File: config.mk
export PLATFORM = sky130hd
export DESIGN_NAME = cc_ballcontroller_jug2_flat
export DESIGN_NICKNAME = d
export VERILOG_FILES = /design/src/rtl/cc_ballcontroller_jug2_if.sv /design/src/rtl/cc_ballcontroller_jug2.sv /design/src/flat_wrapper.sv
export SDC_FILE = /design/constraint.sdc
export NUM_CORES = 1
export LEC_CHECK = 0
export BUFFER_PORTS_ARGS = -buffer_cell sky130_fd_sc_hd__buf_2
export CAP_MARGIN = 5
export CORE_UTILIZATION = 50
export CTS_CLUSTER_SIZE = 25
export DETAILED_ROUTE_END_ITERATION = 6
export PLACE_DENSITY = 0.7
export REMOVE_ABC_BUFFERS = 1
export SKIP_CTS_REPAIR_TIMING = 1
export SYNTH_ARGS = -nofsm -noshare
export SYNTH_HDL_FRONTEND = slang
export SYNTH_SLANG_ARGS = --single-unit
File: constraint.sdc
create_clock -name CC_BALLCONTROL_CLOCK_50 -period 6.4 [get_ports CC_BALLCONTROL_CLOCK_50]
set_clock_uncertainty 0.2 [all_clocks]
set_input_delay 1.92 -clock CC_BALLCONTROL_CLOCK_50 [delete_from_list [all_inputs] [get_ports CC_BALLCONTROL_CLOCK_50]]
set_output_delay 1.92 -clock CC_BALLCONTROL_CLOCK_50 [all_outputs]
set_load 0.01 [all_outputs]
File: src/rtl/cc_ballcontroller_jug2_if.sv
// Player-2 ball controller bus: player-1 handshake, button, side comparator and shift-register controls.
interface cc_ballcontroller_jug2_if #(
    parameter int BALLCONTROL_DATAWIDTH = 8
);
    logic                             CC_BALLCONTROL_handoff_InHigh;
    logic                             CC_BALLCONTROL_hit_InLow;
    logic                             CC_BALLCONTROL_izquierda_InLow;
    logic                             CC_BALLCONTROL_derecha_InLow;
    logic [1:0]                       CC_BALLCONTROL_shiftselection_OutBUS;
    logic [BALLCONTROL_DATAWIDTH-1:0] CC_BALLCONTROL_load_OutBUS;
    logic                             CC_BALLCONTROL_handoff_OutHigh;
    logic                             CC_BALLCONTROL_point_OutHigh;
    logic [2:0]                       CC_BALLCONTROL_state_OutBUS;

    // Controller side: drives the shift register, watches comparator and button.
    modport master (
        input  CC_BALLCONTROL_handoff_InHigh,
        input  CC_BALLCONTROL_hit_InLow,
        input  CC_BALLCONTROL_izquierda_InLow,
        input  CC_BALLCONTROL_derecha_InLow,
        output CC_BALLCONTROL_shiftselection_OutBUS,
        output CC_BALLCONTROL_load_OutBUS,
        output CC_BALLCONTROL_handoff_OutHigh,
        output CC_BALLCONTROL_point_OutHigh,
        output CC_BALLCONTROL_state_OutBUS
    );

    modport slave (
        output CC_BALLCONTROL_handoff_InHigh,
        output CC_BALLCONTROL_hit_InLow,
        output CC_BALLCONTROL_izquierda_InLow,
        output CC_BALLCONTROL_derecha_InLow,
        input  CC_BALLCONTROL_shiftselection_OutBUS,
        input  CC_BALLCONTROL_load_OutBUS,
        input  CC_BALLCONTROL_handoff_OutHigh,
        input  CC_BALLCONTROL_point_OutHigh,
        input  CC_BALLCONTROL_state_OutBUS
    );
endinterface

File: src/rtl/cc_ballcontroller_jug2.sv
// Player-2 ball sequencer: serves the ball toward bit 0, opens a hit window, returns it or scores a miss.
// state       | meaning
// IDLE        | ball on player-1 side, waiting for handoff
// LOAD        | load ball at bit 3
// MOVE_RIGHT  | step ball toward the paddle each tick
// WAIT_HIT    | ball at bit 0, hit window open
// MOVE_LEFT   | step ball back toward player 1 each tick
// CLEAR       | empty this half, pulse handoff or point
module cc_ballcontroller_jug2 #(
    parameter int BALLCONTROL_DATAWIDTH = 8,
    parameter int BALLCONTROL_TICKDIV   = 25000000,
    parameter int BALLCONTROL_HITWINDOW = 2
) (
    input  logic                     CC_BALLCONTROL_CLOCK_50,
    input  logic                     CC_BALLCONTROL_RESET_InHigh,
    cc_ballcontroller_jug2_if.master bus
);

    localparam int TICKW = $clog2(BALLCONTROL_TICKDIV);
    localparam int WINW  = $clog2(BALLCONTROL_HITWINDOW + 1);
    localparam logic [TICKW-1:0] TICK_LAST = TICKW'(BALLCONTROL_TICKDIV - 1);
    localparam logic [WINW-1:0]  WIN_LAST  = WINW'(BALLCONTROL_HITWINDOW - 1);
    localparam logic [BALLCONTROL_DATAWIDTH-1:0] BALL_SERVE = BALLCONTROL_DATAWIDTH'(8);

    typedef enum logic [2:0] {
        ST_IDLE       = 3'd0,
        ST_LOAD       = 3'd1,
        ST_MOVE_RIGHT = 3'd2,
        ST_WAIT_HIT   = 3'd3,
        ST_MOVE_LEFT  = 3'd4,
        ST_CLEAR      = 3'd5
    } state_t;

    state_t                           r_state, w_state_next;
    logic [TICKW-1:0]                 r_tick_cnt, w_tick_cnt_next;
    logic [WINW-1:0]                  r_win_cnt, w_win_cnt_next;
    logic [1:0]                       r_shiftsel, w_shiftsel_next;
    logic [BALLCONTROL_DATAWIDTH-1:0] r_load, w_load_next;
    logic                             r_handoff_out, w_handoff_out_next;
    logic                             r_point, w_point_next;
    logic                             r_hit_meta, r_hit_sync, r_hit_prev;
    logic                             w_hit, w_tick;
    logic [TICKW-1:0]                 w_tick_inc;

    assign w_hit      = r_hit_prev & ~r_hit_sync;
    assign w_tick     = (r_tick_cnt == TICK_LAST);
    assign w_tick_inc = w_tick ? '0 : r_tick_cnt + 1'b1;

    always_ff @(posedge CC_BALLCONTROL_CLOCK_50 or posedge CC_BALLCONTROL_RESET_InHigh) begin
        if (CC_BALLCONTROL_RESET_InHigh) begin
            r_state       <= ST_IDLE;
            r_tick_cnt    <= '0;
            r_win_cnt     <= '0;
            r_shiftsel    <= 2'b00;
            r_load        <= '0;
            r_handoff_out <= 1'b0;
            r_point       <= 1'b0;
            r_hit_meta    <= 1'b1;
            r_hit_sync    <= 1'b1;
            r_hit_prev    <= 1'b1;
        end else begin
            r_state       <= w_state_next;
            r_tick_cnt    <= w_tick_cnt_next;
            r_win_cnt     <= w_win_cnt_next;
            r_shiftsel    <= w_shiftsel_next;
            r_load        <= w_load_next;
            r_handoff_out <= w_handoff_out_next;
            r_point       <= w_point_next;
            r_hit_meta    <= bus.CC_BALLCONTROL_hit_InLow;
            r_hit_sync    <= r_hit_meta;
            r_hit_prev    <= r_hit_sync;
        end
    end

    // Outputs are computed for the state being entered so the registers line up with it.
    always_comb begin
        w_state_next       = r_state;
        w_tick_cnt_next    = '0;
        w_win_cnt_next     = r_win_cnt;
        w_shiftsel_next    = 2'b00;
        w_load_next        = '0;
        w_handoff_out_next = 1'b0;
        w_point_next       = 1'b0;
        case (r_state)
            ST_IDLE: begin
                if (bus.CC_BALLCONTROL_handoff_InHigh) begin
                    w_state_next    = ST_LOAD;
                    w_shiftsel_next = 2'b11;
                    w_load_next     = BALL_SERVE;
                end
            end
            ST_LOAD: w_state_next = ST_MOVE_RIGHT;
            ST_MOVE_RIGHT: begin
                w_tick_cnt_next = w_tick_inc;
                if (w_tick) begin
                    if (!bus.CC_BALLCONTROL_derecha_InLow) begin
                        w_state_next   = ST_WAIT_HIT;
                        w_win_cnt_next = '0;
                    end else begin
                        w_shiftsel_next = 2'b10;
                    end
                end
            end
            ST_WAIT_HIT: begin
                // A hit takes priority over window expiry in the same cycle.
                if (w_hit) begin
                    w_state_next = ST_MOVE_LEFT;
                end else begin
                    w_tick_cnt_next = w_tick_inc;
                    if (w_tick) begin
                        if (r_win_cnt == WIN_LAST) begin
                            w_state_next    = ST_CLEAR;
                            w_shiftsel_next = 2'b11;
                            w_point_next    = 1'b1;
                        end else begin
                            w_win_cnt_next = r_win_cnt + 1'b1;
                        end
                    end
                end
            end
            ST_MOVE_LEFT: begin
                w_tick_cnt_next = w_tick_inc;
                if (w_tick) begin
                    if (!bus.CC_BALLCONTROL_izquierda_InLow) begin
                        w_state_next       = ST_CLEAR;
                        w_shiftsel_next    = 2'b11;
                        w_handoff_out_next = 1'b1;
                    end else begin
                        w_shiftsel_next = 2'b01;
                    end
                end
            end
            ST_CLEAR: w_state_next = ST_IDLE;
            default:  w_state_next = ST_IDLE;
        endcase
    end

    assign bus.CC_BALLCONTROL_shiftselection_OutBUS = r_shiftsel;
    assign bus.CC_BALLCONTROL_load_OutBUS           = r_load;
    assign bus.CC_BALLCONTROL_handoff_OutHigh       = r_handoff_out;
    assign bus.CC_BALLCONTROL_point_OutHigh         = r_point;
    assign bus.CC_BALLCONTROL_state_OutBUS          = r_state;

endmodule
File: src/flat_wrapper.sv
// flat-port wrapper written by rule: the top's interface ports become plain ports
module cc_ballcontroller_jug2_flat 
#(
    parameter int BALLCONTROL_DATAWIDTH = 8,
    parameter int BALLCONTROL_TICKDIV   = 25000000,
    parameter int BALLCONTROL_HITWINDOW = 2
)
  (CC_BALLCONTROL_CLOCK_50, CC_BALLCONTROL_RESET_InHigh, bus_CC_BALLCONTROL_handoff_InHigh, bus_CC_BALLCONTROL_hit_InLow, bus_CC_BALLCONTROL_izquierda_InLow, bus_CC_BALLCONTROL_derecha_InLow, bus_CC_BALLCONTROL_shiftselection_OutBUS, bus_CC_BALLCONTROL_load_OutBUS, bus_CC_BALLCONTROL_handoff_OutHigh, bus_CC_BALLCONTROL_point_OutHigh, bus_CC_BALLCONTROL_state_OutBUS);
  cc_ballcontroller_jug2_if #(.BALLCONTROL_DATAWIDTH(BALLCONTROL_DATAWIDTH)) bus_i ();
  input  logic CC_BALLCONTROL_CLOCK_50;
  input  logic CC_BALLCONTROL_RESET_InHigh;
  input wire logic [$bits(bus_i.CC_BALLCONTROL_handoff_InHigh)-1:0] bus_CC_BALLCONTROL_handoff_InHigh;
  input wire logic [$bits(bus_i.CC_BALLCONTROL_hit_InLow)-1:0] bus_CC_BALLCONTROL_hit_InLow;
  input wire logic [$bits(bus_i.CC_BALLCONTROL_izquierda_InLow)-1:0] bus_CC_BALLCONTROL_izquierda_InLow;
  input wire logic [$bits(bus_i.CC_BALLCONTROL_derecha_InLow)-1:0] bus_CC_BALLCONTROL_derecha_InLow;
  output wire logic [$bits(bus_i.CC_BALLCONTROL_shiftselection_OutBUS)-1:0] bus_CC_BALLCONTROL_shiftselection_OutBUS;
  output wire logic [$bits(bus_i.CC_BALLCONTROL_load_OutBUS)-1:0] bus_CC_BALLCONTROL_load_OutBUS;
  output wire logic [$bits(bus_i.CC_BALLCONTROL_handoff_OutHigh)-1:0] bus_CC_BALLCONTROL_handoff_OutHigh;
  output wire logic [$bits(bus_i.CC_BALLCONTROL_point_OutHigh)-1:0] bus_CC_BALLCONTROL_point_OutHigh;
  output wire logic [$bits(bus_i.CC_BALLCONTROL_state_OutBUS)-1:0] bus_CC_BALLCONTROL_state_OutBUS;
  assign bus_i.CC_BALLCONTROL_handoff_InHigh = bus_CC_BALLCONTROL_handoff_InHigh;
  assign bus_i.CC_BALLCONTROL_hit_InLow = bus_CC_BALLCONTROL_hit_InLow;
  assign bus_i.CC_BALLCONTROL_izquierda_InLow = bus_CC_BALLCONTROL_izquierda_InLow;
  assign bus_i.CC_BALLCONTROL_derecha_InLow = bus_CC_BALLCONTROL_derecha_InLow;
  assign bus_CC_BALLCONTROL_shiftselection_OutBUS = bus_i.CC_BALLCONTROL_shiftselection_OutBUS;
  assign bus_CC_BALLCONTROL_load_OutBUS = bus_i.CC_BALLCONTROL_load_OutBUS;
  assign bus_CC_BALLCONTROL_handoff_OutHigh = bus_i.CC_BALLCONTROL_handoff_OutHigh;
  assign bus_CC_BALLCONTROL_point_OutHigh = bus_i.CC_BALLCONTROL_point_OutHigh;
  assign bus_CC_BALLCONTROL_state_OutBUS = bus_i.CC_BALLCONTROL_state_OutBUS;
  cc_ballcontroller_jug2 #(.BALLCONTROL_DATAWIDTH(BALLCONTROL_DATAWIDTH), .BALLCONTROL_TICKDIV(BALLCONTROL_TICKDIV), .BALLCONTROL_HITWINDOW(BALLCONTROL_HITWINDOW)) u_core (.CC_BALLCONTROL_CLOCK_50(CC_BALLCONTROL_CLOCK_50), .CC_BALLCONTROL_RESET_InHigh(CC_BALLCONTROL_RESET_InHigh), .bus(bus_i));
endmodule
==> flow_metrics.env <==
export IMPL_cts_tree="yes"
export IMPL_place_congestion=0.8629
export IMPL_core_area_sq_mm=0.003689
export IMPL_synth_top_cells_by_area="dfrtp_1 45%, xnor2_1 4.9%, dfstp_2 4.0%"
export IMPL_status="completed"
export IMPL_rr_worst_depth=5
export IMPL_dp_final_hpwl_um=2554
export IMPL_clockBufferDepth=2
export IMPL_critPathArrivalTime_ns=1.03
export IMPL_drv_slew=0
export IMPL_synth_top_area_cell="dfrtp_1"
export IMPL_p_seq_share_pct=44.1
export IMPL_period_needed_ns=3.154
export IMPL_final_common_cell="dfrtp_1"
export IMPL_required_ns=4.28
export IMPL_min_path_type="flip-flop to flip-flop"
export IMPL_die_y_um=64.44
export IMPL_clk_latency_ns=0.29
export IMPL_startpoint="u_core.bus.CC_BALLCONTROL_state_OutBUS[0]$_DFFE_PP0P_"
export IMPL_synth_seq_area_share_pct=48.97
export IMPL_drive_above_1_share_pct=16.44
export IMPL_grt_overflow=0
export IMPL_synth_seq_cells=38
export IMPL_maxCapViolCount=0
export IMPL_detail_route_antenna_nets=0
export IMPL_p_int_mw=0.4789
export IMPL_syn_to_final_growth_pct=11.68
export IMPL_dp_cells=259
export IMPL_stdcell_count=267
export IMPL_grt_pass1_vias=1489
export IMPL_track_usage_pct=20.41
export IMPL_vias_per_cell=5.727
export IMPL_cts_sinks=38
export IMPL_grt_pass1_wl_um=6506
export IMPL_crit_family="flip-flops"
export IMPL_setup_slack_ns=3.246
export IMPL_fill_cells=320
export IMPL_antennaDiodeCount=0
export IMPL_wire_per_inst_um=13.59
export IMPL_switching_power_mw=0.1890
export IMPL_period_share_pct=49.28
export IMPL_end_kind="primary output"
export IMPL_rsz0062_at_grt="false"
export IMPL_die_area_sq_mm=0.004153
export IMPL_finalHoldViolations=0
export IMPL_initial_core_util_pct=52.85
export IMPL_nNetsFinal=226
export IMPL_clk_pin_slew_ns=0.07
export IMPL_irDropWorstVdd_mv=0.2080
export IMPL_numPortBuffers=13
export IMPL_cts_inserted_buffers=5
export IMPL_comb_power_share_pct=18.6
export IMPL_cp_start_kind="flip-flop"
export IMPL_synth_area_per_cell_sq_um=9.603
export IMPL_row_count=22
export IMPL_ys_types=45
export IMPL_yosys_most_used_dff="dfrtp_1"
export IMPL_path_depth=1
export IMPL_fmax_mhz=317.1
export IMPL_syn_inst=203
export IMPL_p_per_area_mw_per_mm2=306.8
export IMPL_critPathMaxFanout=13
export IMPL_drt_total_wl_um=3629
export IMPL_synth_edf_count=0
export IMPL_worstSetupPathType="flip-flop to primary output"
export IMPL_fp_dieW_um=64.44
export IMPL_worstPathCellList="buf_2"
export IMPL_slowest_stage="dfrtp_1"
export IMPL_async_reset_ff_share_pct=100.0
export IMPL_firstDrtPassIters=4
export IMPL_hold_path_startpoint="u_core.r_hit_meta$_DFF_PP1_"
export IMPL_grt_antenna_before_repair=0
export IMPL_syn_area_sq_mm=0.001949
export IMPL_drtIter0Drc=118
export IMPL_synth_top_cell_area_share_pct=44.93
export IMPL_most_common_layout_cells="35 x dfrtp_1, 21 x nor2_1, 13 x a21oi_1, 13 x buf_2"
export IMPL_slowest_delay_ns=0.54
export IMPL_dpl_worst_slack_ns=3.096
export IMPL_dpl_cell_area_sq_mm=0.002034
export IMPL_setup_viol=0
export IMPL_holdPathStages=0
export IMPL_cp_num_buf_inv=1
export IMPL_r2r_setup_slack_ns=3.95
export IMPL_htreeDepth=2
export IMPL_design_area_sq_mm=0.002177
export IMPL_clkPwrFrac_pct=37.3
export IMPL_leakage_nw=0.9099
export IMPL_drt_drc_violations_left=0
export IMPL_worstReg2RegStart="u_core.r_tick_cnt[0]$_DFF_PP0_"
export IMPL_p_sw_share_pct=28.30
export IMPL_vias=1529
export IMPL_total_power_mw=0.6680
export IMPL_grt_max_degree=39
export IMPL_root_buffer="clkbuf_8"
export IMPL_ios=21
export IMPL_ys_warn_count=0
export IMPL_tns_ns=0
registers in the layout, summed over array words and instances (netlist names):
| register | cells |
|---|---|
| u_core.bus.CC_BALLCONTROL_state_OutBUS | 3 |
| u_core.r_hit_meta | 1 |
| u_core.bus.CC_BALLCONTROL_shiftselection_OutBUS | 2 |
| u_core.r_hit_prev | 1 |
| u_core.bus.CC_BALLCONTROL_load_OutBUS | 1 |
| u_core.r_tick_cnt | 25 |
| u_core.r_win_cnt | 2 |
| u_core.bus.CC_BALLCONTROL_point_OutHigh | 1 |
| u_core.r_hit_sync | 1 |
| u_core.bus.CC_BALLCONTROL_handoff_OutHigh | 1 |
layout make-up:
type | count | area (sq um) | share of cell area, %
sequential | 38 | 954.7 | 43.85
tap | 48 | 60.06 | 2.759
timing repair buffer | 15 | 80.08 | 3.678
multi-input combinational | 149 | 905.9 | 41.61
clock buffer | 6 | 82.58 | 3.793
clock inverter | 2 | 60.06 | 2.759
inverter | 9 | 33.78 | 1.552
cell usage after synthesis (2+ instances only):
library cell	number
nand3_1	7
clkbuf_1	4
nand2b_1	6
and3b_1	2
a21oi_1	13
nand3_2	2
and3_1	4
o21ai_0	9
buf_2	2
dfrtp_1	35
nor3_1	4
mux2_2	2
and2_1	2
or4_1	6
o21a_1	2
or3_1	6
nor2_1	21
nand2_1	11
nor4_1	5
ha_1	2
o31ai_1	4
nand4_1	5
inv_1	9
xnor2_1	11
buf_4	7
dfstp_2	3
power groups by stage:
| stage | combinational [mW] | sequential, mW | clock, mW |
|---|---|---|---|
| detailed placement | 0.124 | 0.300 | 0 |
| global placement | 0.121 | 0.297 | 0 |
| finish | 0.124 | 0.295 | 0.249 |
| CTS | 0.127 | 0.295 | 0.255 |
| floorplan | 0.0791 | 0.299 | 0 |
| global route | 0.142 | 0.300 | 0.263 |
worst paths after layout:
path | to
worst max-delay path | bus_CC_BALLCONTROL_state_OutBUS[0]
worst min-delay path | u_core.r_hit_sync$_DFF_PP1_
worst max register to register | u_core.r_tick_cnt[24]$_DFF_PP0_
worst min register to register | u_core.r_hit_sync$_DFF_PP1_
max in group asynchronous | u_core.r_hit_prev$_DFF_PP1_
min in group asynchronous | u_core.r_tick_cnt[1]$_DFF_PP0_
metal layers:
layer / GRT usage (%) / vias to the layer above / wire (um)
met5: 0 / - / 0
met4: 8.611 / 0 / 47
met3: 4.401 / 5 / 159
met2: 33.29 / 43 / 1803
met1: 26.21 / 746 / 1619
li1: - / 735 / -
logic make-up after synthesis:
group	after synthesis	synth area share, %
DFF	38	48.97
xor gates and xnor gates	12	5.391
and+or+nand+nor	91	26.51
muxes	2	1.155
AOI/OAI and AO/OA	35	10.78
other	1	0.1924
adders and majority gates	2	1.283
buffers and inverters	22	5.712
through the flow:
step / utilization, % / hold slack, ns
floorplan: - / 0.1452
global placement: 55.16 / 0.1480
detailed placement: 55.16 / 0.1488
CTS: 59.02 / 0.1596
global route: 59.02 / 0.1616
finish: 59.02 / 0.1584
Power figures use the tool's default switching activity.
